### config.mk
export PLATFORM = sky130hd
export DESIGN_NAME = vending_multi_fsm
export DESIGN_NICKNAME = d
export VERILOG_FILES = /design/src/rtl/vending_pkg.sv /design/src/rtl/vend_stock_bank.sv /design/src/rtl/vending_multi_fsm.sv
export SDC_FILE = /design/constraint.sdc
export NUM_CORES = 1
export LEC_CHECK = 0
export CELL_PAD_IN_SITES_DETAIL_PLACEMENT = 1
export CELL_PAD_IN_SITES_GLOBAL_PLACEMENT = 1
export CORE_UTILIZATION = 47
export DETAILED_ROUTE_END_ITERATION = 8
export PLACE_DENSITY = 0.93
export SYNTH_ARGS = -nofsm -noshare
export SYNTH_HDL_FRONTEND = slang
export SYNTH_HIERARCHICAL = 1
export SYNTH_SLANG_ARGS = --single-unit
### constraint.sdc
create_clock -name clk_sig -period 6.7 [get_ports clk_sig]
set_input_delay 0.67 -clock clk_sig [delete_from_list [all_inputs] [get_ports clk_sig]]
set_output_delay 0.67 -clock clk_sig [all_outputs]
set_load 0.01 [all_outputs]
### src/rtl/vending_pkg.sv
// Shared coin encodings, controller states and the coin-to-units helper for the
// multi-slot vending controller.
package vending_pkg;

  typedef enum logic [1:0] {
    COIN_NONE = 2'b00,
    COIN_5    = 2'b01,
    COIN_10   = 2'b10,
    COIN_25   = 2'b11
  } coin_e;

  typedef enum logic [1:0] {
    IDLE,
    COLLECT,
    VEND,
    CHANGE
  } state_e;

  // Value of a coin code in 5-unit steps.
  function automatic logic [2:0] coin_value(input logic [1:0] coin);
    logic [2:0] units;
    case (coin)
      COIN_5:  units = 3'd1;
      COIN_10: units = 3'd2;
      COIN_25: units = 3'd5;
      default: units = 3'd0;
    endcase
    return units;
  endfunction

endpackage

### src/rtl/vend_stock_bank.sv
// Per-slot 4-bit stock counters that saturate at zero, with a registered
// sold-out flag per slot.
module vend_stock_bank
  import vending_pkg::*;
#(
  parameter int unsigned NUM_ITEMS  = 4,
  parameter int unsigned STOCK_INIT = 3,
  parameter int unsigned IdW        = 2
) (
  input  logic                 clk_sig,
  input  logic                 reset,
  input  logic                 dec_en,
  input  logic [IdW-1:0]       dec_idx,
  output logic [NUM_ITEMS-1:0] sold_out
);

  logic [3:0]           stock_q [NUM_ITEMS];
  logic [3:0]           stock_d [NUM_ITEMS];
  logic [NUM_ITEMS-1:0] sold_out_q, sold_out_d;

  always_comb begin
    for (int unsigned i = 0; i < NUM_ITEMS; i++) begin
      stock_d[i] = stock_q[i];
      if (dec_en && dec_idx == IdW'(i) && stock_q[i] != 4'd0) begin
        stock_d[i] = stock_q[i] - 4'd1;
      end
      // Flag follows the post-decrement count so it is visible alongside the vend.
      sold_out_d[i] = (stock_d[i] == 4'd0);
    end
  end

  always_ff @(posedge clk_sig or posedge reset) begin
    if (reset) begin
      for (int unsigned i = 0; i < NUM_ITEMS; i++) begin
        stock_q[i] <= 4'(STOCK_INIT);
      end
      sold_out_q <= '0;
    end else begin
      for (int unsigned i = 0; i < NUM_ITEMS; i++) begin
        stock_q[i] <= stock_d[i];
      end
      sold_out_q <= sold_out_d;
    end
  end

  assign sold_out = sold_out_q;

endmodule

### src/rtl/vending_multi_fsm.sv
// Multi-slot coin vending controller: credit collection, vend, serial change and refund.
// Optional AUTO_VEND_EN macro enables legacy auto-vend of slot 0 once credit covers the price.
module vending_multi_fsm
  import vending_pkg::*;
#(
  parameter int unsigned PRICE_UNITS = 4,
  parameter int unsigned NUM_ITEMS   = 4,
  parameter int unsigned STOCK_INIT  = 3,
  parameter int unsigned MAX_UNITS   = 12,
  localparam int unsigned IdW        = (NUM_ITEMS > 1) ? $clog2(NUM_ITEMS) : 1,
  localparam int unsigned CW         = $clog2(MAX_UNITS + 1)
) (
  input  logic                 clk_sig,
  input  logic                 reset,
  input  logic [1:0]           coin_in,
  input  logic                 select_valid,
  input  logic [IdW-1:0]       select_id,
  input  logic                 cancel,
  output logic                 item_out,
  output logic [IdW-1:0]       item_id,
  output logic                 return5,
  output logic                 coin_reject,
  output logic                 busy,
  output logic [CW-1:0]        credit,
  output logic [NUM_ITEMS-1:0] sold_out
);

  state_e         state_q, state_d;
  logic [CW-1:0]  credit_q, credit_d;
  logic [CW-1:0]  change_q, change_d;
  logic [IdW-1:0] item_id_q, item_id_d;
  logic           item_out_q, item_out_d;
  logic           return5_q, return5_d;
  logic           coin_reject_q, coin_reject_d;
  logic           busy_q, busy_d;

  logic [2:0]     coin_units;
  int unsigned    credit_ext;
  logic           coin_fits;
  logic           sel_ok;
  logic           vend_go;
  logic [IdW-1:0] vend_idx;

  assign coin_units = coin_value(coin_in);
  assign credit_ext = 32'(credit_q);
  assign coin_fits  = (credit_ext + 32'(coin_units)) <= MAX_UNITS;
  // Out-of-range ids are rejected before the sold-out lookup is trusted.
  assign sel_ok     = (credit_ext >= PRICE_UNITS) && (32'(select_id) < NUM_ITEMS) &&
                      !sold_out[select_id];

  always_comb begin
    state_d       = state_q;
    credit_d      = credit_q;
    change_d      = change_q;
    item_id_d     = item_id_q;
    coin_reject_d = 1'b0;
    vend_go       = 1'b0;
    vend_idx      = select_id;
    unique case (state_q)
      IDLE: begin
        if (coin_in != COIN_NONE) begin
          if (coin_fits) begin
            credit_d = CW'(credit_ext + 32'(coin_units));
            state_d  = COLLECT;
          end else begin
            coin_reject_d = 1'b1;
          end
        end
      end
      COLLECT: begin
        if (cancel) begin
          state_d       = CHANGE;
          change_d      = credit_q;
          credit_d      = '0;
          coin_reject_d = (coin_in != COIN_NONE);
        end else if (select_valid) begin
          coin_reject_d = (coin_in != COIN_NONE);
          vend_go       = sel_ok;
`ifdef AUTO_VEND_EN
        end else if (credit_ext >= PRICE_UNITS && !sold_out[0]) begin
          coin_reject_d = (coin_in != COIN_NONE);
          vend_go       = 1'b1;
          vend_idx      = '0;
`endif
        end else if (coin_in != COIN_NONE) begin
          if (coin_fits) begin
            credit_d = CW'(credit_ext + 32'(coin_units));
          end else begin
            coin_reject_d = 1'b1;
          end
        end
      end
      VEND: begin
        coin_reject_d = (coin_in != COIN_NONE);
        state_d       = (change_q != '0) ? CHANGE : IDLE;
      end
      CHANGE: begin
        coin_reject_d = (coin_in != COIN_NONE);
        // change_q counts the pulse being shown now, so leave on the last one.
        if (change_q <= CW'(1)) begin
          change_d = '0;
          state_d  = IDLE;
        end else begin
          change_d = change_q - CW'(1);
        end
      end
      default: state_d = IDLE;
    endcase

    if (vend_go) begin
      state_d   = VEND;
      item_id_d = vend_idx;
      change_d  = CW'(credit_ext - PRICE_UNITS);
      credit_d  = '0;
    end

    item_out_d = vend_go;
    return5_d  = (state_d == CHANGE);
    busy_d     = (state_d == VEND) || (state_d == CHANGE);
  end

  always_ff @(posedge clk_sig or posedge reset) begin
    if (reset) begin
      state_q       <= IDLE;
      credit_q      <= '0;
      change_q      <= '0;
      item_id_q     <= '0;
      item_out_q    <= 1'b0;
      return5_q     <= 1'b0;
      coin_reject_q <= 1'b0;
      busy_q        <= 1'b0;
    end else begin
      state_q       <= state_d;
      credit_q      <= credit_d;
      change_q      <= change_d;
      item_id_q     <= item_id_d;
      item_out_q    <= item_out_d;
      return5_q     <= return5_d;
      coin_reject_q <= coin_reject_d;
      busy_q        <= busy_d;
    end
  end

  vend_stock_bank #(
    .NUM_ITEMS (NUM_ITEMS),
    .STOCK_INIT(STOCK_INIT),
    .IdW       (IdW)
  ) u_stock_bank (
    .clk_sig (clk_sig),
    .reset   (reset),
    .dec_en  (vend_go),
    .dec_idx (vend_idx),
    .sold_out(sold_out)
  );

  assign item_out    = item_out_q;
  assign item_id     = item_id_q;
  assign return5     = return5_q;
  assign coin_reject = coin_reject_q;
  assign busy        = busy_q;
  assign credit      = credit_q;

endmodule

# ---- After elaboration in Yosys (flattened, before gate mapping)
# Cells that the tools add are included.
# Widths: inputs -> output; s select.
dict set report word_totals {
  output_inout_bits 14
  ff_bits 36
  in_bits 8
}
dict set report classes {
  n_reduce_logical 28
  eq_ne 13
  add_sub_neg 7
  magnitude_cmp 4
  mux 32
}
# cell count
set op_table {}
lappend op_table {{$mux 4} 12}
lappend op_table {{$le 32x4->1 const B} 1}
lappend op_table {{$reduce_bool 4->1} 5}
lappend op_table {{$sub 4x1->4 const B} 5}
lappend op_table {{$eq 2x2->1 const B} 8}
lappend op_table {{$logic_not 4->1} 4}
lappend op_table {{$pmux 4 s2} 2}
lappend op_table {{$mux 2} 6}
lappend op_table {{$logic_and 1x1->1} 9}
lappend op_table {{$pmux 3 s3} 1}
lappend op_table {{$mux 1} 8}
lappend op_table {{$pmux 2 s4} 1}
lappend op_table {{$eq 2x1->1 const B} 3}
lappend op_table {{$reduce_bool 3->1} 2}
lappend op_table {{$add 4x3->5} 1}
lappend op_table {{$ge 4x3->1 const B} 1}
lappend op_table {{$le 4x1->1 const B} 1}
lappend op_table {{$logic_not 2->1} 2}
lappend op_table {{$ne 4x4->1 const B} 1}
lappend op_table {{$reduce_and 2->1} 2}
lappend op_table {{$sub 4x3->4 const B} 1}
lappend op_table {{$lt 2x3->1 const B} 1}
lappend op_table {{$ne 3x3->1 const B} 1}
lappend op_table {{$pmux 1 s3} 1}
lappend op_table {{5 further kinds} 5}

# ---- Logic depth before layout (Yosys ltp)
# Gate-level depths: netlist (run 1).
dict set report logic_depth {
  word_depth 11
  ltp_mapped 9
  depth_no_buf 9
}

# ---- Hierarchy
# The synthesis (run 1) kept the hierarchy.
# mod instances cells_each area_each_um2
set by_module_without_submodules {}
lappend by_module_without_submodules {vending_multi_fsm 1 111 1059.8}
lappend by_module_without_submodules {vend_stock_bank 1 99 1042.2}

# ---- Least setup slack after synthesis (run 1)
# No wires, ideal clock.
dict set report synth_timing {
  path_kind {in2reg}
  start {input coin_in[1]}
  end {register credit_q[3] (netlist: credit[3])}
  setup_slack_ns 4.128
  n_path_buf 0
  setup_ns 0.078
  path_stages 7
  t_arrival_ns 2.494
  cell_sequence {nor2b_1 fa_1 or2_2 a21oi_1 o41ai_2 or4_1 a21boi_1}
}
dict set report synth_via {
  elab_chain_cells 10
  elab_cells_between_ends 13
  cone_classes {1 x add/sub; 1 x order compare; 3 x eq/ne; 7 x mux; 1 x reduce/logical}
}
# element line
set synth_lines {}
lappend synth_lines {{from (decl)} vending_multi_fsm.sv:15} ;# input logic [1:0] coin_in,
lappend synth_lines {{$eq 2x2->1 / $eq 2x1->1 (equally long branches)} vending_pkg.sv:22} ;# case (coin)
lappend synth_lines {{$pmux 3 s3} vending_pkg.sv:22}
lappend synth_lines {{$add 4x3->5} {vending_multi_fsm.sv:63, vending_multi_fsm.sv:87}}
lappend synth_lines {{$le 32x4->1} vending_multi_fsm.sv:46} ;# assign coin_fits = (credit_ext + 32'(coin_units)) <= MAX_UNITS;
lappend synth_lines {{$mux 4} {vending_multi_fsm.sv:62, vending_multi_fsm.sv:86}}
lappend synth_lines {{$mux 4 (*)} vending_multi_fsm.sv:61} ;# if (coin_in != COIN_NONE) begin
lappend synth_lines {{$mux 4} vending_multi_fsm.sv:76} ;# end else if (select_valid) begin
lappend synth_lines {{$mux 4} vending_multi_fsm.sv:71} ;# if (cancel) begin
lappend synth_lines {{$pmux 4 s2 (*)} vending_multi_fsm.sv:59} ;# unique case (state_q)
lappend synth_lines {{$mux 4 (*)} vending_multi_fsm.sv:110} ;# if (vend_go) begin
lappend synth_lines {{to (signal assigned)} vending_multi_fsm.sv:134} ;# credit_q <= credit_d;
lappend synth_lines {{to (decl)} vending_multi_fsm.sv:29} ;# logic [CW-1:0] credit_q, credit_d;
# Every way passes the cells marked *; elsewhere a longest branch is shown, timed or not. The select of a mux whose other input is x is not followed.
# A chain may end at the register's enable or synchronous reset.

==> impl_metrics.env, run 1 <==
export IMPL_status="finished clean"
export IMPL_seqCellArea_um2=911
export IMPL_path_clk_slew_ns=0.08
export IMPL_drive_above_1_share=0.118
export IMPL_crit_type="input port to flip-flop"
export IMPL_core_area_um2=4140
export IMPL_grt_pass1_vias=1773
export IMPL_rr_worst_depth=9
export IMPL_drc=0
export IMPL_antenna_cells=0
export IMPL_crit_path_end_kind="flip-flop"
export IMPL_viasPerCell=5.97
export IMPL_p_clk_frac=0.228
export IMPL_placedCellCount=279
export IMPL_intPower_uw=591
export IMPL_fillers=482
export IMPL_ys_types=56
export IMPL_synth_edf_count=0
export IMPL_p_leak_nw=1.14
export IMPL_synthToLayoutAreaGrowth_pct=18.6
export IMPL_worstReg2RegEnd="u_stock_bank/stock_q[15]"
export IMPL_synth_simple_area_share=0.185
export IMPL_worst_skew_pair_late_latency_ns=0.29
export IMPL_wirelength_mm=4.97
export IMPL_slew_headroom=0.0702
export IMPL_synth_compound_area_frac=0.154
export IMPL_setup_viol=0
export IMPL_hold_buffers=0
export IMPL_ant_nets=0
export IMPL_h_tree_depth=2
export IMPL_critPathArrivalTime_ns=3.61
export IMPL_vias=1714
export IMPL_cts_root_buffer="clkbuf_8"
export IMPL_routedWlPerCell_um=17.3
export IMPL_slew_violations=0
export IMPL_finClkSkew_ns=0.00952
export IMPL_cts_resized=0
export IMPL_antenna_found_initial=0
export IMPL_grt_pass1_wl_mm=8.29
export IMPL_cts_buffers=5
export IMPL_hp_start="u_stock_bank/stock_q[11]"
export IMPL_hpwlAfterDp_mm=3.60
export IMPL_synthArstFlopShare=1.00
export IMPL_power_switching_uw=352
export IMPL_dr_pass1_iters=4
export IMPL_die_area_um2=4740
export IMPL_layout_common_cells="dfrtp_1, clkdlybuf4s50_1, inv_1, nand2_1, o21ai_0"
export IMPL_fp_row_count=23
export IMPL_cts_tree="yes"
export IMPL_avgSynthCellArea_um2=10.0
export IMPL_tightest_slew_ns=1.36
export IMPL_cap_violations=0
export IMPL_syn_area_um2=2100
export IMPL_clock_sinks=36
export IMPL_final_common_cell="dfrtp_1"
export IMPL_crit_fanout=11
export IMPL_worstPathCellList="clkdlybuf4s50_1 > mux2i_1 > a22o_1 > nand4_1 > inv_1 > or3b_1 > nor4_1 > mux2_2"
export IMPL_ys_seq_elements=36
export IMPL_finalSetupTns_ns=0
export IMPL_hold_path_class="flip-flop to flip-flop"
export IMPL_hold_viol=0
export IMPL_final_cells=287
export IMPL_ys_warnings_count=6
export IMPL_critPathRequiredTime_ns=6.88
export IMPL_synth_ff_type="dfrtp_1"
export IMPL_power_share_switching=0.373
export IMPL_syn_nets=230
export IMPL_fmax_mhz=292
export IMPL_peakVddDrop_v=0.000151
export IMPL_rsz0062_at_grt="false"
export IMPL_yosysSeqAreaShare=0.433
export IMPL_synth_mux_area_frac=0.0833
export IMPL_layout_nets=256
export IMPL_die_height_um=68.9
export IMPL_reg2reg_slack_ns=3.70
export IMPL_io_pins=22
export IMPL_pwr_share_comb=0.406
export IMPL_drtIter0Drc=81
export IMPL_multiInputGateArea_um2=1110
export IMPL_slowest_stage="clkdlybuf4s50_1"
export IMPL_synth_top_family_by_area="simple AND/OR/NAND/NOR gates"
export IMPL_critPathLaunchType="input port"
export IMPL_dieWidth_um=68.9
export IMPL_cp_startpoint="select_id[0]"
export IMPL_io_buffers=21
export IMPL_period_needed_ns=3.43
export IMPL_power_frac_seq=0.366
export IMPL_grt_start_max_net_pins=21
export IMPL_initial_core_util=0.507
export IMPL_grtUsageTotal=0.245
export IMPL_reg2reg_from="credit[3]"
export IMPL_fin_crit_sh=0.512
export IMPL_synthCells=210
export IMPL_grt_overflow_total=0
export IMPL_powerDensity_nw_per_um2=378
export IMPL_synth_adder_area_share=0.0750
export IMPL_synthXorXnorAreaFrac=0.0333
export IMPL_clockBufferDepth=2
export IMPL_post_cts_buffers=0
export IMPL_gp_congestion=0.742
export IMPL_crit_end="u_stock_bank/stock_q[15]"
export IMPL_slowest_delay_ns=0.73
[Yosys cell counts, drive strengths merged, types with 2 or more instances]
master / number / share of area
and3: 2 / 0.0060
nor2b: 4 / 0.012
or3: 3 / 0.0089
dfstp: 8 / 0.10
a211oi: 2 / 0.0095
nor3b: 4 / 0.017
nor2: 12 / 0.021
o311ai: 2 / 0.0083
nor4: 4 / 0.012
nand4b: 3 / 0.013
or4: 2 / 0.0071
o21ai: 14 / 0.033
nand2b: 3 / 0.0089
xor2: 3 / 0.013
ha: 11 / 0.065
mux2i: 13 / 0.062
nand4: 3 / 0.0089
nor3: 5 / 0.012
mux2: 4 / 0.021
xnor2: 5 / 0.021
nand2: 19 / 0.035
inv: 18 / 0.032
a21oi: 9 / 0.023
a31oi: 2 / 0.0060
dfrtp: 28 / 0.33
or2: 2 / 0.0060
[critical path: cells and delay by family]
family | cells | cell delay [ns]
AND/OR/NAND/NOR | 3 | 0.97
multiplexers | 2 | 0.62
AO/OA/AOI/OAI | 1 | 0.23
buffers and inverters | 2 | 1.11
[per-stage QoR]
step	hold WS, ns	setup slack [ns]	util	power, mW	instance area, µm²
after CTS	0.501	3.29	0.601	0.947	2490
final	0.497	3.27	0.601	0.943	2490
after floorplan	0.461	4.13	-	0.588	2100
after global routing	0.512	3.12	0.601	1.01	2490
after detailed placement	0.490	3.04	0.571	0.726	2370
after global placement	0.488	3.18	0.571	0.702	2370
[layout make-up]
type | instances | share of cell area
Inverter | 18 | 0.0271
Tap cell | 50 | 0.0251
Multi-Input combinational cell | 154 | 0.447
Sequential cell | 36 | 0.365
Clock inverter | 1 | 0.0120
Clock buffer | 7 | 0.0387
Timing Repair Buffer | 21 | 0.0843
[routing by layer]
metal | vias to the layer above | part of all wire | wire length [µm] | global-route usage
met5 | - | 0 | 0 | 0
li1 | 811 | - | - | -
met4 | 0 | 0.017 | 82 | 0.0842
met2 | 31 | 0.52 | 2600 | 0.458
met3 | 9 | 0.035 | 172 | 0.0526
met1 | 863 | 0.43 | 2110 | 0.269
[worst min path at each step]
stage          slack (ns)                  endpoint  cells past startpoint
5_1_grt              0.51  u_stock_bank/sold_out[1]                      1
6_report             0.50  u_stock_bank/sold_out[1]                      1
2_1_floorplan        0.46  u_stock_bank/sold_out[1]                      1
3_3_place_gp         0.49   u_stock_bank/stock_q[5]                      2
4_1_cts              0.50  u_stock_bank/sold_out[1]                      1
3_5_place_dp         0.49  u_stock_bank/sold_out[1]                      1
[state kept, by name (all words and copies together) (netlist names), 2 cells and up]
| name | flops |
|---|---|
| change_q | 4 |
| u_stock_bank/stock_q | 16 |
| u_stock_bank/sold_out | 4 |
| credit | 4 |
| state_q | 2 |
| item_id | 2 |
[power by group through the flow]
stage	Clock, mW	Sequential (mW)	Combinational [mW]
2_1_floorplan	0	0.338	0.250
3_3_place_gp	0	0.345	0.357
3_5_place_dp	0	0.348	0.378
4_1_cts	0.215	0.345	0.387
5_1_grt	0.225	0.354	0.428
6_report	0.215	0.345	0.383
[cells by family after synthesis]
logic type,after synthesis
multiplexers,17
adder cells (fa/ha/maj),12
buffers and inverters,20
flip-flops,36
XOR/XNOR,8
AND/OR/NAND/NOR,71
AO/OA/AOI/OAI,46
(Power assumes the default switching activity.)
==> run 2, diff against run 1 <==
CORE_UTILIZATION = 40   (was 47)
PLACE_DENSITY = 0.85   (was 0.93)
clock period = 3.13 ns   (was 6.7 ns; I/O delays follow)
==> impl_metrics.env, run 2 (synthesis results as in run 1) <==
export IMPL_status="finished clean"
export IMPL_rr_worst_depth=7
export IMPL_critPathRequiredTime_ns=3.34
export IMPL_worstPathCellList="clkdlybuf4s50_1 > nor2b_1 > fa_1 > or2_2 > a21oi_1 > o41ai_2 > or4_1 > a21boi_1"
export IMPL_worstReg2RegEnd="credit[3]"
export IMPL_cts_tree="yes"
export IMPL_hpwlAfterDp_mm=3.74
export IMPL_slew_headroom=0.463
export IMPL_critPathArrivalTime_ns=2.86
export IMPL_cp_startpoint="coin_in[1]"
export IMPL_stdcell_area_um2=2530
export IMPL_design_power_total_mw=1.91
export IMPL_antenna_found_initial=0
export IMPL_powerDensity_nw_per_um2=755
export IMPL_gp_congestion=0.839
export IMPL_final_common_cell="dfrtp_1"
export IMPL_layout_common_cells="dfrtp_1, clkdlybuf4s50_1, inv_1, nand2_1, o21ai_0"
export IMPL_crit_family="simple AND/OR/NAND/NOR gates"
export IMPL_io_buffers=21
export IMPL_peakVddDrop_v=0.000336
export IMPL_antenna_cells=0
export IMPL_rsz0062_at_grt="false"
export IMPL_drive_above_1_share=0.132
export IMPL_fillers=599
export IMPL_dieWidth_um=74.5
export IMPL_finalSetupTns_ns=0
export IMPL_routedWlPerCell_um=15.4
export IMPL_ant_nets=0
export IMPL_crit_path_end_kind="flip-flop"
export IMPL_grt_pass1_vias=1734
export IMPL_fmax_mhz=377
export IMPL_critPathLaunchType="input port"
export IMPL_cp_num_buf_inv=1
export IMPL_clockBufferDepth=2
export IMPL_reg2reg_slack_ns=0.66
export IMPL_largest_reg_flops=16
export IMPL_p_leak_nw=1.15
export IMPL_setup_viol=0
export IMPL_grt_overflow_total=0
export IMPL_grt_pass1_wl_mm=8.04
export IMPL_layout_nets=262
export IMPL_worst_skew_pair_late_latency_ns=0.29
export IMPL_post_cts_buffers=0
export IMPL_io_pins=22
export IMPL_initial_core_util=0.414
export IMPL_synthToLayoutAreaGrowth_pct=20.2
export IMPL_crit_type="input port to flip-flop"
export IMPL_hold_path_class="input port to async pin"
export IMPL_finClkSkew_ns=0.00474
export IMPL_die_height_um=74.5
export IMPL_core_area_um2=5070
export IMPL_cts_buffers=5
export IMPL_cts_resized=0
export IMPL_vias=1695
export IMPL_hold_buffers=0
export IMPL_h_tree_depth=2
export IMPL_drtIter0Drc=69
export IMPL_slowest_stage="clkdlybuf4s50_1"
export IMPL_fin_hold_ws_ns=0.440
export IMPL_crit_fanout=4
export IMPL_period_needed_ns=2.65
export IMPL_wirelength_mm=4.83
export IMPL_fp_row_count=26
export IMPL_dr_pass1_iters=4
export IMPL_grtUsageTotal=0.200
export IMPL_cap_violations=0
export IMPL_reg2reg_from="credit[0]"
export IMPL_slowest_delay_ns=0.55
export IMPL_fin_crit_sh=0.847
export IMPL_die_area_um2=5550
export IMPL_hold_viol=0
export IMPL_path_clk_slew_ns=0.07
export IMPL_cts_root_buffer="clkbuf_8"
export IMPL_drc=0
export IMPL_dpl_instance_area_um2=2440
export IMPL_grt_start_max_net_pins=21
export IMPL_clock_sinks=36
export IMPL_setup_slack_ns=0.479
export IMPL_slew_violations=0
export IMPL_largest_register="u_stock_bank/stock_q"
export IMPL_tightest_slew_ns=0.805
export IMPL_viasPerCell=5.42
export IMPL_pre_cts_slack_ns=0.182
## run 2: cell count changes in the layout (fill, tap and decap cells not counted)
cell	previous run	this run
buf_4	0	6
bufinv_16	1	0
clkbuf_1	0	2
clkbuf_8	7	6
## run 2: where the power goes
part	switching, mW	leakage (nW)	internal [mW]
logic	0.445	0.653	0.402
clock network	0.160	0.0455	0.179
registers	0.114	0.448	0.609
## run 2: cell type report
type                       count  area (µm²)  area share
multi-input combinational    154        1110       0.441
sequential                    36         911       0.361
timing repair buffer          27         255       0.101
clock buffer                   8        90.1      0.0357
tap                           70        87.6      0.0347
inverter                      18        67.6      0.0267
## run 2: how the worst max path moves through the flow
stage | end | slack [ns] | cells past startpoint
final | credit[3] | 0.48 | 8
after detailed placement | credit[3] | 0.18 | 8
after floorplan | u_stock_bank/stock_q[15] | 0.59 | 9
after global placement | credit[3] | 0.20 | 8
after global routing | credit[3] | 0.32 | 8
after CTS | credit[3] | 0.47 | 8
## run 2: stage by stage
| step | utilization | cells |
|---|---|---|
| final | 0.498 | 313 |
| after global routing | 0.498 | 313 |
| after CTS | 0.498 | 313 |
| after detailed placement | 0.480 | 305 |
| after global placement | 0.480 | 305 |
| after floorplan | - | 210 |
## run 2: layer usage
layer / global-route usage / vias up / share of wire / wire (µm)
met1: 0.243 / 845 / 0.45 / 2160
li1: - / 821 / - / -
met2: 0.335 / 23 / 0.51 / 2440
met4: 0.0881 / 0 / 0.019 / 91
met3: 0.0488 / 6 / 0.029 / 139
met5: 0 / - / 0 / 0
## run 2: worst reg2reg max path, stage by stage (launching register included)
cell	delay, ns
dfrtp_1	0.43
ha_1	0.24
fa_1	0.48
or2_2	0.31
a21oi_1	0.20
o41ai_2	0.10
or4_1	0.48
a21boi_1	0.15
==> run 3, diff against run 2 <==
CORE_UTILIZATION = 44   (was 40)
PLACE_DENSITY = 0.88   (was 0.85)
clock period = 2.8 ns   (was 3.13 ns; I/O delays follow)
==> impl_metrics.env, run 3 (synthesis results as in run 1) <==
export IMPL_gr_max_usage_layer="met2"
export IMPL_dr_pass1_iters=6
export IMPL_io_pins=22
export IMPL_cts_root_buffer="clkbuf_8"
export IMPL_hpwlAfterDp_mm=3.76
export IMPL_hold_viol=0
export IMPL_gp_congestion=0.760
export IMPL_fin_crit_sh=0.893
export IMPL_reg2reg_slack_ns=0.35
export IMPL_slew_headroom=0.467
export IMPL_critPathRequiredTime_ns=3.02
export IMPL_status="finished clean"
export IMPL_io_buffers=21
export IMPL_die_height_um=71.1
export IMPL_core_area_um2=4470
export IMPL_hold_buffers=0
export IMPL_antenna_cells=0
export IMPL_peakVddDrop_v=0.000322
export IMPL_wirelength_mm=4.90
export IMPL_cap_violations=0
export IMPL_use_met3=0.0442
export IMPL_vias=1700
export IMPL_ant_nets=0
export IMPL_rsz0062_at_grt="false"
export IMPL_drc=0
export IMPL_critPathLaunchType="input port"
export IMPL_crit_type="input port to flip-flop"
export IMPL_routedWlPerCell_um=16.3
export IMPL_grt_pass1_wl_mm=8.51
export IMPL_grt_overflow_total=0
export IMPL_largest_register="u_stock_bank/stock_q"
export IMPL_multiInputGateArea_um2=1110
export IMPL_initial_core_util=0.470
export IMPL_period_needed_ns=2.50
export IMPL_worstReg2RegEnd="credit[3]"
export IMPL_layout_nets=267
export IMPL_crit_path_end_kind="flip-flop"
export IMPL_clock_sinks=36
export IMPL_grt_pass1_vias=1847
export IMPL_fp_row_count=24
export IMPL_path_clk_slew_ns=0.08
export IMPL_fillers=502
export IMPL_grt_use_met1=0.243
export IMPL_antenna_found_initial=0
export IMPL_drtIter0Drc=68
export IMPL_seqCellArea_um2=911
export IMPL_p_leak_nw=1.18
export IMPL_grt_start_max_net_pins=21
export IMPL_worst_skew_pair_late_latency_ns=0.29
export IMPL_pre_cts_slack_ns=-0.0273
export IMPL_cts_tree="yes"
export IMPL_hold_path_class="input port to async pin"
export IMPL_reg2reg_from="credit[0]"
export IMPL_fmax_mhz=400
export IMPL_synthToLayoutAreaGrowth_pct=21.7
export IMPL_post_cts_buffers=0
export IMPL_met2_usage=0.406
export IMPL_setup_viol=0
export IMPL_drive_above_1_share=0.153
export IMPL_setup_slack_ns=0.299
export IMPL_dieWidth_um=71.1
export IMPL_final_cells=300
export IMPL_placedCellCount=292
export IMPL_final_common_cell="dfrtp_1"
export IMPL_cts_buffers=5
export IMPL_grtUsageTotal=0.219
export IMPL_largest_reg_flops=16
export IMPL_clockBufferDepth=2
export IMPL_rr_worst_depth=7
export IMPL_cts_resized=0
export IMPL_die_area_um2=5060
export IMPL_viasPerCell=5.67
export IMPL_crit_fanout=3
export IMPL_critPathArrivalTime_ns=2.72
export IMPL_layout_common_cells="dfrtp_1, clkdlybuf4s50_1, inv_1, nand2_1, o21ai_0"
export IMPL_finClkSkew_ns=0.00902
export IMPL_tightest_slew_ns=0.798
export IMPL_slew_violations=0
export IMPL_h_tree_depth=2
export IMPL_powerDensity_nw_per_um2=871
export IMPL_finalSetupTns_ns=0
==> run 3: how the worst max path moves through the flow <==
stage	start	to	slack, ns	cells after the start
2_1_floorplan	credit[3]	u_stock_bank/stock_q[15]	0.26	9
3_3_place_gp	coin_in[1]	credit[3]	0.06	8
3_5_place_dp	coin_in[1]	credit[3]	-0.03	8
4_1_cts	coin_in[1]	credit[3]	0.28	8
5_1_grt	coin_in[1]	credit[3]	0.14	8
6_report	coin_in[0]	credit[3]	0.30	8
==> run 3: metrics by stage <==
step / utilization / total power [mW] / area [µm²] / hold slack [ns]
floorplan: - / 1.41 / 2100 / 0.194
global placement: 0.548 / 1.74 / 2450 / 0.479
detailed placement: 0.548 / 1.78 / 2450 / 0.498
CTS: 0.572 / 2.25 / 2560 / 0.421
global route: 0.572 / 2.39 / 2560 / 0.469
finish: 0.572 / 2.23 / 2560 / 0.399
==> run 3: per-layer routing <==
layer / routed length [µm] / part of all wire
met3: 168 / 0.034
met2: 2550 / 0.52
met5: 0 / 0
met4: 73 / 0.015
met1: 2110 / 0.43
==> run 3: critical path: stages <==
cell and delay [ns]:
clkdlybuf4s50_1 0.46, ha_1 0.25, fa_1 0.48, or2_2 0.31, a21oi_1 0.20, o41ai_2 0.11
or4_1 0.47, a21boi_1 0.16
==> run 3: final cells by class <==
type,count,share of cell area
Clock inverter,2,0.0137
Sequential cell,36,0.356
Clock buffer,6,0.0284
Multi-Input combinational cell,154,0.436
Tap cell,52,0.0254
Inverter,18,0.0264
Timing Repair Buffer,32,0.114
==> run 3: where the power goes <==
part	leakage [nW]	switching, mW	internal (mW)
combinational	0.678	0.506	0.459
clock	0.0552	0.193	0.264
sequential	0.448	0.125	0.680
total	1.18	0.824	1.40
==> patch (flow settings as in run 3) <==
Re-encode `state_e` (4 states) as Gray code, 2 bits wide.
--- a/src/rtl/vending_pkg.sv
+++ b/src/rtl/vending_pkg.sv
@@ -10,10 +10,10 @@
   } coin_e;
 
   typedef enum logic [1:0] {
-    IDLE,
-    COLLECT,
-    VEND,
-    CHANGE
+    IDLE    = 2'b00,
+    COLLECT = 2'b01,
+    VEND    = 2'b11,
+    CHANGE  = 2'b10
   } state_e;
 
   // Value of a coin code in 5-unit steps.
Behaviour: no difference found for any inputs over 10 cycles, from zero or initial values and one cycle with reset high; not proved beyond that.
==> patch against run 3 <==
  * Clock skew is 0.0028 ns lower
  * Sequential cell count unchanged
  * Wire length down 1.7%
  * Via count down 1.0%
  * Critical path depth is the same
  * Combinational power down 6.0%
  * Clock power decreased by 16%
  * Design area is 2.5% lower
  * Global-route usage is 0.52 points lower
  * Count of clock-buffer cells in the layout is the same
  * Synthesized area decreased by 0.89%
  * Setup slack got worse by 0.068 ns
  * Total power fell by 6.5%
  * Largest cell class unchanged
==> patch: results (changes against run 3) <==
met2 Usage GRT=0.356 (-0.0502); met1 usage=0.273 (+0.0295); Slew headroom=0.464 (-0.00285); global-route wire length before repair=8.26 mm (-2.9%); Area after DPL=2400 um2 (-2.0%); sequential share of the synthesized area=0.437 (+0.00390); skew final=0.00619 ns (-0.00283 ns); top cells by count, synth=28 x dfrtp_1, 19 x inv_1, 16 x nand2_1, 16 x o21ai_0; via count=1683 (-1.0%); largest net degree at the start of global routing=21 (unchanged); Yosys cell types=50 (-11%); CTS max path bufs=2 (unchanged); Max rail drop VDD=484 uV (+50%); sw frac=0.375 (+0.00520); area of the multi-input gates=1080 um2 (-2.7%); Root Driver=clkbuf_8; DRT iter0 DRCs=132 (+94%); GRT Resource Usage Total=0.214 (-0.00516); cell count after synthesis=209 (-0.48%); met3 WL=114 um (-32%); Comb power=0.907 mW (-6.0%); crit path DAT=2.79 ns (+0.07 ns); Sequential Power=0.795 mW (-1%); Largest Register=u_stock_bank/stock_q; dpl cells=287 (-1.7%); met2 wire length=2.38 mm (-6.7%); share of layout cells above drive strength 1=0.140 (-0.0133); number of global-route vias before repair=1751 (-5.2%); routability cong.=0.807 (+6.1%); post-DP HPWL=3.67 mm (-2.3%); DR WL/cell=16.3 um (about the same); worst-path fanout max=5 (+2); met3 usage=0.0470 (+0.00285); met1 WL=2.24 mm (+6.5%); Leak Pwr=1.18 nW (-0.24%); post-CTS setup buffers=0 (unchanged); total grt overflow=0 (unchanged); status=finished clean; synth top area cells=dfrtp_1 34%, dfstp_2 10%, ha_1 6.6%; post-place setup slack=-0.0775 ns (-0.0502 ns); Gate power share=0.435 (+0.002); Filler cells=513 (+2.2%); post-synth net total=229 (-0.43%)
## patch: cell count changes after synthesis, sizes merged, moves of 2 or more
cell,run 3,this run
a21oi,9,5
nand3,1,4
xnor2,5,8
nand2,19,17
o21ai,14,16
or2,2,0
or3,3,5
## patch: layout make-up
class | count | share of cell area
clock buffers | 6 | 0.0331
clock inverters | 2 | 0.00401
inverters | 19 | 0.0286
multi-input cells | 151 | 0.435
flip-flops and latches | 36 | 0.365
well taps | 52 | 0.0261
repair buffers | 29 | 0.108
## patch: cell families (layout without fill, tap and decap cells)
kind of cell,count (synthesis),count (layout),synth area share
mux,18,18,0.0895
simple gates,70,70,0.181
fa+ha+maj,12,12,0.0757
flops,36,36,0.437
compound gates,41,41,0.129
xor+xnor,10,10,0.0456
buf+inv,22,56,0.0420
## patch: critical path, stage by stage
cell and delay (ns):
clkdlybuf4s50_1 0.50, nor2b_1 0.24, fa_1 0.49, o21ai_0 0.22
a2111oi_1 0.11, a2111o_1 0.46, nor3b_1 0.28, mux2i_1 0.20
## patch: path summary, 6_finish.rpt
path | from | slack [ns] | to
max reg2reg | credit[0]$_DFFE_PP0P_ | 0.30 | credit[3]$_DFFE_PP0P_
max in group asynchronous | reset | 1.83 | u_stock_bank/stock_q[11]$_DFF_PP0_
min reg2reg | u_stock_bank/stock_q[5]$_DFF_PP1_ | 0.51 | u_stock_bank/stock_q[5]$_DFF_PP1_
min in group clk_sig | u_stock_bank/stock_q[5]$_DFF_PP1_ | 0.51 | u_stock_bank/stock_q[5]$_DFF_PP1_
max | coin_in[1] | 0.23 | credit[3]$_DFFE_PP0P_
min | reset | 0.39 | change_q[2]$_DFFE_PP0P_
